===== src/rtl/tt_serial_adder_pkg.sv =====
`default_nettype none
// ---------------------------------------------------------------------------
// tt_serial_adder_pkg : shared state encoding and pin-index constants.
// Revision 1.0
// ---------------------------------------------------------------------------
package tt_serial_adder_pkg;

    typedef enum logic [1:0] {
        IDLE = 2'd0,
        RUN  = 2'd1,
        DONE = 2'd2
    } state_t;

    localparam int UI_A_BIT   = 0;
    localparam int UI_B_BIT   = 1;
    localparam int UI_START   = 2;
    localparam int UI_SUB     = 3;
    localparam int UI_CHAIN   = 4;
    localparam int UI_BSEL_LO = 5;

    localparam int UO_SUM   = 0;
    localparam int UO_CARRY = 1;
    localparam int UO_BUSY  = 2;
    localparam int UO_DONE  = 3;
    localparam int UO_OVF   = 4;

endpackage
`default_nettype wire


===== src/rtl/serial_fa_cell.sv =====
`default_nettype none
// ---------------------------------------------------------------------------
// serial_fa_cell : combinational 1-bit full adder slice.
// Revision 1.0
// ---------------------------------------------------------------------------
module serial_fa_cell (
    input  logic a_i,
    input  logic b_i,
    input  logic cin_i,
    output logic s_o,
    output logic cout_o
);

    assign s_o    = a_i ^ b_i ^ cin_i;
    assign cout_o = (a_i & b_i) | (cin_i & (a_i ^ b_i));

endmodule
`default_nettype wire


===== src/rtl/tt_um_kris_serial_adder.sv =====
`default_nettype none
// ---------------------------------------------------------------------------
// tt_um_kris_serial_adder : bit-serial add/subtract with carry chaining.
// Revision 1.0
// ---------------------------------------------------------------------------
module tt_um_kris_serial_adder
    import tt_serial_adder_pkg::*;
#(
    parameter int WIDTH = 8
) (
    input  logic [7:0] ui_in,
    output logic [7:0] uo_out,
    input  logic [7:0] uio_in,
    output logic [7:0] uio_out,
    output logic [7:0] uio_oe,
    input  logic       ena,
    input  logic       clk,
    input  logic       rst_n
);

    localparam int            CW       = $clog2(WIDTH);
    localparam logic [CW-1:0] LAST_CNT = CW'(WIDTH - 1);

    state_t             state_q, state_d;
    logic [CW-1:0]      cnt_q, cnt_d;
    logic [WIDTH-1:0]   result_q, result_d;
    logic               carry_q, carry_d;
    logic               ovf_q, ovf_d;
    logic               sum_q, sum_d;
    logic               sub_q, sub_d;

    logic               w_s;
    logic               w_cout;
    logic [63:0]        w_res_ext;
    logic               w_unused;

    assign w_unused = ^uio_in;

    // Subtraction inverts B; the +1 comes from the initial carry.
    serial_fa_cell u_fa (
        .a_i    (ui_in[UI_A_BIT]),
        .b_i    (ui_in[UI_B_BIT] ^ sub_q),
        .cin_i  (carry_q),
        .s_o    (w_s),
        .cout_o (w_cout)
    );

    always_ff @(posedge clk or negedge rst_n) begin
        if (!rst_n) begin
            state_q  <= IDLE;
            cnt_q    <= '0;
            result_q <= '0;
            carry_q  <= 1'b0;
            ovf_q    <= 1'b0;
            sum_q    <= 1'b0;
            sub_q    <= 1'b0;
        end else begin
            state_q  <= state_d;
            cnt_q    <= cnt_d;
            result_q <= result_d;
            carry_q  <= carry_d;
            ovf_q    <= ovf_d;
            sum_q    <= sum_d;
            sub_q    <= sub_d;
        end
    end

    always_comb begin
        state_d  = state_q;
        cnt_d    = cnt_q;
        result_d = result_q;
        carry_d  = carry_q;
        ovf_d    = ovf_q;
        sum_d    = sum_q;
        sub_d    = sub_q;
        if (ena) begin
            case (state_q)
                IDLE: begin
                    if (ui_in[UI_START]) begin
                        sub_d   = ui_in[UI_SUB];
                        cnt_d   = '0;
                        carry_d = ui_in[UI_CHAIN] ? carry_q : ui_in[UI_SUB];
                        state_d = RUN;
                    end
                end
                RUN: begin
                    result_d = {w_s, result_q[WIDTH-1:1]};
                    sum_d    = w_s;
                    carry_d  = w_cout;
                    cnt_d    = cnt_q + 1'b1;
                    if (cnt_q == LAST_CNT) begin
                        ovf_d   = carry_q ^ w_cout;
                        state_d = DONE;
                    end
                end
                DONE:    state_d = IDLE;
                default: state_d = IDLE;
            endcase
        end
    end

    always_comb begin
        uo_out           = 8'h00;
        uo_out[UO_SUM]   = sum_q;
        uo_out[UO_CARRY] = carry_q;
        uo_out[UO_BUSY]  = (state_q == RUN);
        uo_out[UO_DONE]  = (state_q == DONE);
        uo_out[UO_OVF]   = ovf_q;
    end

    // Zero-extension makes unused high bits and out-of-range bytes read 0.
    assign w_res_ext = {{(64 - WIDTH){1'b0}}, result_q};
    assign uio_out   = w_res_ext[{ui_in[UI_BSEL_LO +: 3], 3'b000} +: 8];
    assign uio_oe    = 8'hFF;

endmodule
`default_nettype wire


===== config.mk =====
export PLATFORM = sky130hd
export DESIGN_NAME = tt_um_kris_serial_adder
export DESIGN_NICKNAME = d
export VERILOG_FILES = /design/src/rtl/tt_serial_adder_pkg.sv /design/src/rtl/serial_fa_cell.sv /design/src/rtl/tt_um_kris_serial_adder.sv
export SDC_FILE = /design/constraint.sdc
export NUM_CORES = 1
export LEC_CHECK = 0
export CORE_UTILIZATION = 43
export DETAILED_ROUTE_END_ITERATION = 6
export GPL_ROUTABILITY_DRIVEN = 0
export PLACE_DENSITY = 0.83
export SLEW_MARGIN = 20
export SYNTH_ARGS = -nofsm -noshare
export SYNTH_HDL_FRONTEND = slang
export SYNTH_SLANG_ARGS = --single-unit

===== constraint.sdc =====
create_clock -name clk -period 4.4 [get_ports clk]
set_clock_uncertainty 0.15 [all_clocks]
set_input_delay 0.66 -clock clk [delete_from_list [all_inputs] [get_ports clk]]
set_output_delay 0.66 -clock clk [all_outputs]
set_load 0.005 [all_outputs]

# --- Yosys cells after proc, flatten, opt, wreduce, memory -nomap -nowiden ---
# Cells that the tools add are included.
# Widths: inputs -> output; s select.
op_classes:
  add_sub_neg: 1
  eq_ne: 6
  shifts: 1
  muxes: 8
  bitwise: 7
  n_reduce_logical: 8
op_table:
  columns: ["cell", "count"]
  rows:
  - ["$shiftx 64x7->8", 1]
  - ["$reduce_and 3->1", 4]
  - ["$pmux 3 s2", 1]
  - ["$mux 2", 2]
  - ["$ne 2x2->1 const B", 2]
  - ["$pmux 2 s2", 1]
  - ["$reduce_and 4->1", 1]
  - ["$xor 1x1->1", 4]
  - ["$add 3x1->3 const B", 1]
  - ["$eq 3x3->1 const B", 1]
  - ["$mux 3", 1]
  - ["$and 1x1->1", 2]
  - ["$eq 2x1->1 const B", 1]
  - ["$eq 2x2->1 const B", 1]
  - ["$logic_not 2->1", 1]
  - ["$mux 1", 2]
  - ["$ne 2x1->1 const B", 1]
  - ["$pmux 1 s2", 1]
  - ["$reduce_and 2->1", 1]
  - ["$reduce_bool 2->1", 1]
  - ["$or 1x1->1", 1]
totals:
  ff_bits: 17
  output_inout_bits: 24
  wordCells: 38

# --- Longest topological paths before layout ---
depth:
  ltp_word: 5
  mapped_depth: 5
  depth_no_buf: 5

# --- By module ---
# Synthesis repeated with hierarchy kept, for this count alone.
unflattened:
  cells_unflattened: 77
  hier_area_um2: 914.6
modules_own_cells:
  columns: ["mod", "instances", "cells_per_inst", "area_each_um2"]
  rows:
  - ["tt_um_kris_serial_adder", 1, 76, 894.6]
  - ["serial_fa_cell", 1, 1, 20.0]

# --- Least setup slack after synthesis ---
# Ideal clock, no wire load.
synth_path:
  kind: "in2out"
  start: "input ui_in[7]"
  end: "output uio_out[0]"
  t_arrival_ps: 1211
  t_required_ps: 3590
  setup_slack_ps: 2379
  path_stages: 2
  cell_sequence: "nor3_1 -> and2_1"
synth_between:
  elab_chain_len: 1
synth_rtl:
  columns: ["element", "line_no", "rtl"]
  rows:
  - ["from (decl)", "tt_um_kris_serial_adder.sv:11", "input logic [7:0] ui_in,"]
  - ["$shiftx 64x7->8", "tt_um_kris_serial_adder.sv:113", "assign uio_out = w_res_ext[{ui_in[UI_BSEL_LO +: 3], 3'b000} +: 8];"]
  - ["to (decl)", "tt_um_kris_serial_adder.sv:14", "output logic [7:0] uio_out,"]
# Every way passes these cells.

# --- Worst setup path in the final report ---
layout_path:
  start: "input ui_in[7]"
  end: "output uio_out[3]"
# The elaborated chain is that of the path after synthesis.

==> qor.csv <==
stage;metric;value;unit
worst_setup_path;ff2ff_setup_slack;2.77;ns
global_route;grt_antenna_before_repair;0;
power;p_sw;0.194;mW
clocking;clk-insertion-delay-late;0.27;ns
routing;ant_nets;0;
routing;via_per_inst;4.54;
global_route;grt_pass1_vias;548;
worst_setup_path;startpoint;ui_in[7];
power;power.leakage;0.541;nW
clocking;ctsHoldBuffers;0;
worst_setup_path;critPathSlowestCell;clkdlybuf4s50_1;
routing;avgRoutedWirePerCell;10.0;µm
logic_synthesis;ys_seq_elements;16;
worst_setup_path;crit_fanout;8;
timing;hold_viol_final;0;
final_layout;n_fill_cell;172;
clocking;cts.sinks;16;
clocking;cts_tree;done;
clocking;root_buffer;clkbuf_4;
logic_synthesis;synth_xor_area_share;1.91;%
outcome;status;complete, no violations;
power;power.internal;0.380;mW
global_route;grt_usage;14.7;%
logic_synthesis;syn_avg_cell_area;9.37;µm²
timing;setup_violations;0;
worst_setup_path;cp.required;3.59;ns
power;power.density;515;nW/µm²
final_layout;most-common-layout-cells;24 x nand2_1, 23 x clkdlybuf4s50_1, 16 x dfrtp_1, 11 x conb_1, 8 x and2_1;
worst_hold_path;whs_endpoint;result_q[0]$_DFFE_PN0P_;
timing;drv_slew;0;
logic_synthesis;syn_inst;98;
final_layout;areaGrowthSynthToFinish;21.4;%
die;start_util;46.3;%
power;p_comb_share;41.6;%
final_layout;drive_above_1_share;5.13;%
die;core;1980;µm²
timing;finalCritPeriodShare;69.1;%
logic_synthesis;yosysUniqueCellTypes;24;
worst_setup_path;crit_chain;clkdlybuf4s50_1 -> nor3_1 -> and2_1 -> clkdlybuf4s50_1;
logic_synthesis;synthAdderAreaFrac;4.90;%
global_route;grt_pass1_wl;2310;µm
logic_synthesis;ys_seq_area_share;43.6;%
final_layout;final_common_cell;nand2_1;
final_layout;diodes;0;
clocking;clk_path_buf_depth;2;
worst_hold_path;hold_depth;2;
die;die_h;48.2;µm
worst_setup_path;r2r_cells;4;
placed_design;dp_hpwl;1150;µm
die;ios;43;
worst_setup_path;r2r_end;ovf_q$_DFFE_PN0P_;
die;num_rows;16;
clocking;path_clk_slew;0.08;ns
worst_setup_path;critPathLaunchType;input port;
final_layout;final_cells;144;
clocking;post_cts_buffers;0;
timing;relSlewSlack;54.3;%
routing;drt-pass1-iter-count;4;
global_route;grt_overflow;0;
worst_setup_path;r2r-start;sub_q$_DFFE_PN0P_;
power;total_power;0.574;mW
clocking;cts_buffers;3;
logic_synthesis;synth_top_family_by_area;simple AND/OR/NAND/NOR gates;
die;die_w;48.2;µm
logic_synthesis;synth_mux_area_share;5.18;%
timing;rsz0062_at_grt;no;
timing;setup_tns;0;ns
clocking;cts-resized-gates;0;
power;clkPwrFrac;12.6;%
worst_setup_path;arrival;2.23;ns
routing;drc;0;
logic_synthesis;synth_area;918;µm²
timing;tightest_slew;0.683;ns
job;drv_cap;0;
logic_synthesis;synth-simple-area-share;22.1;%
logic_synthesis;synth_warnings;0;
placed_design;io_buffers;23;
routing;wl;1440;µm
power;p_seq_share;45.8;%
placed_design;post-place-cells;141;
worst_setup_path;critical_path_class;input port to primary output;
final_layout;fin_nets;141;
power;switching_share;33.8;%
power;peakVddDrop;0.000278;V
routing;vias;654;
clocking;htreeDepth;1;
timing;timing.fmax;329;MHz
worst_setup_path;path_common_cell;clkdlybuf4s50_1;
logic_synthesis;synth_compound_area_share;5.99;%
worst_setup_path;cp-end-kind;primary output;
worst_hold_path;hp-start;result_q[0]$_DFFE_PN0P_;
die;die_area;2320;µm²
worst_setup_path;crit_path_max_incr_delay;0.50;ns
worst_hold_path;hp-class;flip-flop to flip-flop;
global_route;grt_max_degree;17;
routing;drt_iter0_drc;8;
timing;period_needed;3.04;ns
## Yosys cell counts, drive strengths merged
cell / count / area (µm²)
conb: 2 / 7.51
and2b: 1 / 7.51
o22ai: 1 / 6.26
inv: 5 / 18.8
fa: 1 / 20.0
mux2: 3 / 37.5
ha: 2 / 25.0
nor3: 1 / 5.00
o21ai: 5 / 25.0
xnor2: 2 / 17.5
nand4bb: 1 / 11.3
and3b: 1 / 8.76
buf: 16 / 124
a22o: 2 / 17.5
dfrtp: 16 / 400
nand3b: 1 / 7.51
nor2: 1 / 3.75
nand2: 24 / 90.1
and2: 8 / 50.1
nor2b: 3 / 18.8
mux2i: 1 / 10.0
a31oi: 1 / 6.26
## routing by layer
layer	track usage, %	vias up	wire length [µm]
met3	2.22	2	67
li1	-	330	-
met2	26.1	26	694
met4	6.67	0	12
met5	0	-	0
met1	17.4	296	669
## metrics by stage
step	utilization (%)	hold WS [ns]	setup WS, ns	cell area (µm²)
3_3_place_gp	55.1	0.301	1.39	1090
6_report	56.3	0.320	1.36	1110
4_1_cts	56.3	0.325	1.33	1110
5_1_grt	56.3	0.344	1.19	1110
3_5_place_dp	55.1	0.305	1.32	1090
2_1_floorplan	-	0.214	2.38	952
## layout make-up
class	count	area [µm²]	area share, %
multi-input cells	70	409	36.7
flip-flops and latches	16	400	35.9
repair buffers	23	230	20.7
well taps	27	33.8	3.03
clock buffers	3	22.5	2.02
inverters	5	18.8	1.68
## worst max-delay path: cells and delay by family
family        cells  cell delay [ns]
buf+inv           2             0.89
simple gates      2             0.68
## worst max path at each step
stage                 endpoint  slack (ns)  cells past startpoint
finish              uio_out[3]        1.36                      4
detailed placement  uio_out[3]        1.32                      4
global route        uio_out[6]        1.19                      4
global placement    uio_out[6]        1.39                      4
CTS                 uio_out[3]        1.33                      4
floorplan           uio_out[0]        2.38                      2
## registers in the layout, summed over array words and instances (netlist names)
register / flops
result_q: 8
cnt_q: 3
carry_q: 1
ovf_q: 1
sub_q: 1
state_q: 2
## cell families (layout without fill, tap and decap cells)
| logic type | count (synthesis) | in the layout |
|---|---|---|
| AOI/OAI and AO/OA | 9 | 9 |
| xor gates and xnor gates | 2 | 2 |
| adders and majority gates | 3 | 3 |
| buffers and inverters | 21 | 31 |
| DFF | 16 | 16 |
| muxes | 4 | 4 |
| other | 2 | 11 |
| and+or+nand+nor | 41 | 41 |
## power by group through the flow
| stage | Clock, mW | Sequential, mW | Combinational [mW] |
|---|---|---|---|
| 5_1_grt | 0.0819 | 0.271 | 0.278 |
| 2_1_floorplan | 0 | 0.245 | 0.201 |
| 3_5_place_dp | 0 | 0.267 | 0.241 |
| 3_3_place_gp | 0 | 0.261 | 0.230 |
| 4_1_cts | 0.0757 | 0.263 | 0.243 |
| 6_report | 0.0726 | 0.263 | 0.239 |
No activity file was read; power rests on OpenSTA's default activity.
